**src/rtl/alu_seq.sv**
```systemverilog
// Registered three-operand ALU with valid/ready handshakes and an iterative remainder unit for op 11.
// Define ALU_SEQ_ZFLAG_EN to add the registered 'zero' result flag output.
module alu_seq #(
    parameter int W  = 4,
    parameter int RW = 2*W+1
) (
    input  logic          clk,
    input  logic          rst,
    input  logic          in_valid,
    output logic          in_ready,
    input  logic [W-1:0]  a,
    input  logic [W-1:0]  b,
    input  logic [W-1:0]  c,
    input  logic [1:0]    op,
    output logic          out_valid,
    input  logic          out_ready,
    output logic [RW-1:0] result,
`ifdef ALU_SEQ_ZFLAG_EN
    output logic          zero,
`endif
    output logic          div0
);

    localparam int CW = $clog2(W+1);

    typedef enum logic [1:0] {IDLE, CALC, DONE} state_t;

    state_t        state;
    logic [W-1:0]  ra, rb, rc;
    logic [1:0]    rop;
    logic [W-1:0]  rem, quo;
    logic [CW-1:0] cnt;

    logic [RW-1:0] xa, xb, xc;
    logic [W:0]    rem_sh;
    logic [W-1:0]  rem_nx;
    logic [RW-1:0] res_nx;

    assign xa = RW'(ra);
    assign xb = RW'(rb);
    assign xc = RW'(rc);

    // Restoring step; with rb == 0 the subtraction is a no-op, so rem ends up as the dividend.
    assign rem_sh = {rem, quo[W-1]};
    assign rem_nx = W'((rem_sh >= {1'b0, rb}) ? rem_sh - {1'b0, rb} : rem_sh);

    always_comb begin
        res_nx = '0;
        case (rop)
            2'b00: res_nx = (xa + xb) * xc;
            2'b01: res_nx = (xa - xb) ^ xc;
            2'b10: res_nx = xa & (xb | xc);
            2'b11: res_nx = RW'(rem) + xa * xc;
            default: res_nx = '0;
        endcase
    end

    always_ff @(posedge clk) begin
        if (rst) begin
            state     <= IDLE;
            in_ready  <= 1'b1;
            out_valid <= 1'b0;
            result    <= '0;
            div0      <= 1'b0;
`ifdef ALU_SEQ_ZFLAG_EN
            zero      <= 1'b0;
`endif
            ra        <= '0;
            rb        <= '0;
            rc        <= '0;
            rop       <= '0;
            rem       <= '0;
            quo       <= '0;
            cnt       <= '0;
        end else begin
            case (state)
                IDLE: begin
                    if (in_valid) begin
                        ra       <= a;
                        rb       <= b;
                        rc       <= c;
                        rop      <= op;
                        rem      <= '0;
                        quo      <= a;
                        // Simple ops take a single pass through CALC with no remainder steps.
                        cnt      <= (op == 2'b11) ? CW'(W) : '0;
                        in_ready <= 1'b0;
                        state    <= CALC;
                    end
                end
                CALC: begin
                    if (cnt != '0) begin
                        rem <= rem_nx;
                        quo <= quo << 1;
                        cnt <= cnt - 1'b1;
                    end else begin
                        result    <= res_nx;
                        div0      <= (rop == 2'b11) && (rb == '0);
`ifdef ALU_SEQ_ZFLAG_EN
                        zero      <= (res_nx == '0);
`endif
                        out_valid <= 1'b1;
                        state     <= DONE;
                    end
                end
                DONE: begin
                    if (out_ready) begin
                        out_valid <= 1'b0;
                        in_ready  <= 1'b1;
                        state     <= IDLE;
                    end
                end
                default: state <= IDLE;
            endcase
        end
    end

endmodule

```
**config.mk**
```make
export PLATFORM = sky130hd
export DESIGN_NAME = alu_seq
export DESIGN_NICKNAME = d
export VERILOG_FILES = /design/src/rtl/alu_seq.sv
export SDC_FILE = /design/constraint.sdc
export NUM_CORES = 1
export LEC_CHECK = 0
export CORE_MARGIN = 2
export CORE_UTILIZATION = 43
export DETAILED_ROUTE_END_ITERATION = 10
export GPL_TIMING_DRIVEN = 0
export PLACE_DENSITY = 0.67
export SETUP_SLACK_MARGIN = 0.3
export SYNTH_ARGS = -nofsm -noshare
export SYNTH_HDL_FRONTEND = slang
export SYNTH_SLANG_ARGS = --single-unit
```
**constraint.sdc**
```tcl
create_clock -name clk -period 3.8 [get_ports clk]
set_clock_uncertainty 0.05 [all_clocks]
set_input_delay 0.76 -clock clk [delete_from_list [all_inputs] [get_ports clk]]
set_output_delay 0.76 -clock clk [all_outputs]
set_load 0.02 [all_outputs]
```
# Yosys cells after proc, flatten, opt, wreduce, memory -nomap -nowiden
# Index checks and enable logic that the tools add are counted.
[word_totals]
inputBits = 18
elab_cells = 70
ff_bits = 39
[op_classes]
n_bitwise = 4
reduce_logical = 14
eq_ne = 10
addsub = 5
order_cmp = 1
n_mux = 22
n_mul = 2
[op_table]
columns = ["op", "count"]
rows = [
  ["one-hot mux 9 bit (4 select lines)", 1],
  ["two-way mux 4 bit", 5],
  ["one-hot mux 4 bit (2 select lines)", 2],
  ["AND reduction 3 bit", 4],
  ["adder 4 x 8 -> 9 bit", 1],
  ["multiplier 5 x 4 -> 9 bit", 1],
  ["two-way mux 3 bit", 3],
  ["bitwise XOR 9 x 4 -> 9 bit", 1],
  ["== test 2 bit, second input constant", 4],
  ["multiplier 4 x 4 -> 8 bit", 1],
  ["inequality test 2 bit, second input constant", 4],
  ["two-way mux 2 bit", 3],
  ["one-hot mux 2 bit (3 select lines)", 1],
  ["one-hot mux 3 bit (2 select lines)", 1],
  ["nonzero test 2 bit", 3],
  ["adder 4 x 4 -> 5 bit", 1],
  ["greater-or-equal comparator 5 x 4 -> 1 bit", 1],
  ["subtractor 4 x 4 -> 5 bit", 1],
  ["bitwise AND 4 bit", 1],
  ["== test 2 x 1 -> 1 bit, second input constant", 2],
  ["logical NOT 2 bit", 2],
  ["logical NOT 4 bit", 1],
  ["two-way mux 1 bit", 4],
  ["OR 4 bit", 1],
  ["other kinds (7)", 9],
]

# Depth between registers and ports, before layout
[logic_depth]
word_depth = 4
ltp_mapped = 17
mapped_depth_nobuf = 17

# Worst setup path before layout
# No wires, ideal clock.
[synth_path]
path_type = "reg-to-reg"
from = "register ra[0]"
to = "register result[8]"
t_arrival_ns = 3.878
required_time_ns = 3.691
setup_ns = 0.059
path_stages_with_launch = 14
path_buffers = 0
setup_slack_ns = -0.187
path_cell_list = "dfxtp_1 ha_1 inv_1 fa_1 nand2b_1 fa_1 fa_1 inv_1 fa_1 a21o_1 a22o_1 or4b_1 a21boi_1 o31a_1"
[synth_via]
elab_chain_cells = 3
[synth_rtl]
columns = ["element", "line_no", "text"]
rows = [
  ["start: declaration", "29", "logic [W-1:0] ra, rb, rc;"],
  ["start signal: assignment", "68", "ra <= '0;"],
  ["start signal: assignment", "79", "ra <= a;"],
  ["multiplier 4 x 4 -> 8 bit, or another cell as far along", "53", "2'b11: res_nx = RW'(rem) + xa * xc;"],
  ["adder 4 x 8 -> 9 bit, or another cell as far along", "53", ""],
  ["one-hot mux 9 bit (4 select lines) *", "49", "case (rop)"],
  ["end signal: assignment", "97", "result <= res_nx;"],
  ["end: declaration", "17", "output logic [RW-1:0] result,"],
]
# Mark *: on every way between the ends. The rest lies on a longest branch, timed or not.
# A chain may end at the register's enable or synchronous reset.

# Worst setup path in the final report
# Ends and elaborated chain as after synthesis.

==> run metrics <==
outcome=finished with violations; failing checks=setup timing; GRT Total Usage=~22%; register area share after synthesis=22.4%; Critical Setup Path Class=flop to flop; Min Hold Slack=around 0.42 ns; setup ws final=-0.187 ns; gpl congestion=0.859; nets=560; commonest non-fill, non-tap cell in the layout=nand2_1; Worst path top cell family by delay=adder cells; Max-Cap Viols=0; area of the multi-input gates=2730 um^2; initial antenna violation count=0; Post-Syn Area=roughly 3500 um^2; width of the die=about 94 um; Final Critical Period=3.99 ns; Synth Net Count=500; Clock Root Buffer=clkbuf_8; final WL=9480 um; Core Region=between 7000 and 8000 um^2; via/cell ratio=between 5 and 6; Post-synth EDFFs=0; most frequent cells in the layout=nand2_1 (45), ha_1 (40), a21oi_1 (37), dfxtp_1 (32), nor2_1 (30); WP buf/inv=2; VDD IR max=0.000207 V; full die area=8840 um^2; Worst path max stage delay=a little under 0.6 ns; worst path cell trace=ha_4 > inv_2 > fa_2 > xor2_4 > nand2_2 > fa_1 > fa_1 > inv_2 > fa_2 > a21o_1 > a22o_1 > or4b_1 > a21boi_1 > o31a_1; Leakage=1.92 nW; cell row count=32; Post-synth ARST share=0%; initial core utilization=between 40% and 50%; final hold violation count=0; crit start category=flop; Die Y=94.0 um; RSZ-0062 raised after global routing=true; Area after DPL=3970 um^2; register area=802 um^2; Overflow after GRT=0; first-pass GRT wire length=15000 um; IO Port Bufs=29; Post-Synthesis Cells=420; Worst setup EP type=flop; Detailed Place HPWL=7000 um; crit path DAT=4.19 ns; final setup fails=4; placed cell count=551; Longest Clk Path Bufs=2; layout cells sized above 1=between 15 and 20%; area delta synth->final=28.7%; routed vias=approximately 3200; First-pass DRT Iterations=4; Warnings, synthesis=0; post-synthesis register bit count=39; largest net degree at the start of global routing=15; CTS tree=built; Final Cycle Share=105%; max-slew violations=0; WL per Instance=16.3 um; final std cells w/o fill=583; Power Density=between 200 and 300 nW/um^2; initial DRC count=~150; CTS sink cnt=39; Slowest cell on crit path=fa_1; H-tree depth=2; Worst-Margin Slew=around 0.6 ns; clock-pin transition on the worst setup and hold timing paths=0.08 ns; Main synth FF type=dfxtp_1; Clk Latency, worst-skew pair=0.31 ns; CTS Buf Count=5; # fillers=around 730; post-synthesis cell type count=57; Data required, critical path=4.00 ns; hold crit path type=flop to flop; vias in the first global route=3088; Final ANT Viol Nets=0; Boundary Pins=30; worst-path fanout max=4; syn_area_per_cell=8.30 um^2; Residual DRC=0; Worst slew margin=60.5%; highest clock rate=251 MHz; ant diodes=0; Finished Core Util=57.5%; design area=4490 um^2
==> where the power goes <==
group          internal (W)  switching (W)
sequential         0.000441      0.0000325
clock              0.000198       0.000169
combinational      0.000203       0.000240
total              0.000841       0.000441
==> per-layer routing <==
metal  share of wire [%]  GRT usage, %  up-vias  routed length (um)
met5                   0             0        -                   0
met4                0.92          4.23        0                  87
met3                 4.7          3.21       10                 443
met2                  50          39.1       83                4780
met1                  44          27.9     1545                4170
li1                    -             -     1577                   -
==> state kept, by name, indices dropped and copies added, names as in the netlist <==
register,flops
cnt,3
quo,4
state,2
result,9
rb,4
rc,4
rop,2
out_valid,1
in_ready,1
rem,4
ra,4
div0,1
==> logic make-up (layout without fill, tap and decap cells) <==
logic type	after synthesis	count (layout)	synth area share, %
flip-flops	39	39	22.4
AO/OA/AOI/OAI	106	106	19.8
AND/OR/NAND/NOR	148	148	22.0
XOR/XNOR	11	11	2.76
adder cells (fa/ha/maj)	62	62	25.7
multiplexers	5	5	1.79
buffers and inverters	49	110	5.49
==> layout make-up <==
type	count	area share, %
sequential	39	17.9
clock inverter	3	1.03
multi-input combinational	332	60.8
tap	102	2.84
timing repair buffer	53	11.2
inverter	31	2.70
buffer	18	2.06
clock buffer	5	1.53
==> worst reg2reg max path, stage by stage (launching register included) <==
cell and delay (ns):
dfxtp_4 0.38, ha_4 0.14, inv_2 0.03, fa_2 0.38, xor2_4 0.22, nand2_2 0.07, fa_1 0.48, fa_1 0.58
inv_2 0.05, fa_2 0.34, a21o_1 0.20, a22o_1 0.21, or4b_1 0.46, a21boi_1 0.19, o31a_1 0.14
==> metrics by stage <==
stage	setup TNS, ns	power, W	setup slack [ns]
global placement	-0.609	0.000843	-0.371
global route	-1.02	0.00136	-0.320
CTS	-0.405	0.00127	-0.175
floorplan	-0.00788	0.000732	-0.00788
finish	-0.474	0.00128	-0.187
detailed placement	-0.884	0.000853	-0.436
==> cell usage after synthesis (all sizes together) (2+ instances only) <==
library cell | count | share of area [%]
a211o | 2 | 0.50
a211oi | 12 | 2.6
a21o | 5 | 1.1
a21oi | 40 | 5.9
a221oi | 2 | 0.50
and2 | 17 | 3.1
and4 | 2 | 0.50
buf | 7 | 0.93
clkbuf | 11 | 1.2
dfxtp | 39 | 22
fa | 16 | 9.2
ha | 46 | 17
inv | 31 | 3.3
mux2i | 4 | 1.1
nand2 | 46 | 5.0
nand2b | 10 | 2.0
nand3 | 5 | 0.72
nand3b | 4 | 1.2
nand4 | 2 | 0.36
nor2 | 30 | 3.2
nor2b | 15 | 2.7
nor3 | 7 | 1.1
nor3b | 2 | 0.43
nor4 | 3 | 0.54
o211ai | 2 | 0.43
o21a | 3 | 0.65
o21ai | 18 | 2.9
o21bai | 5 | 1.1
o31ai | 4 | 1.0
or4b | 2 | 0.57
xnor2 | 8 | 2.0
xor2 | 3 | 0.75
==> final timing paths <==
path / startpoint / to / slack [ns] / cells past startpoint
setup / recovery: ra[0] / result[8] / -0.19 / 14
setup reg to reg: ra[0] / result[8] / -0.19 / 14
hold reg to reg: result[2] / result[2] / 0.42 / 2
hold / removal: result[2] / result[2] / 0.42 / 2
==> repair_timing <==
action,4_1_cts,5_1_grt
setup endpoints to repair,6,6
gates resized for setup,28,25
buffers inserted,14,10
pin swaps,23,18
hold buffers,0,0
(Power assumes the default switching activity.)
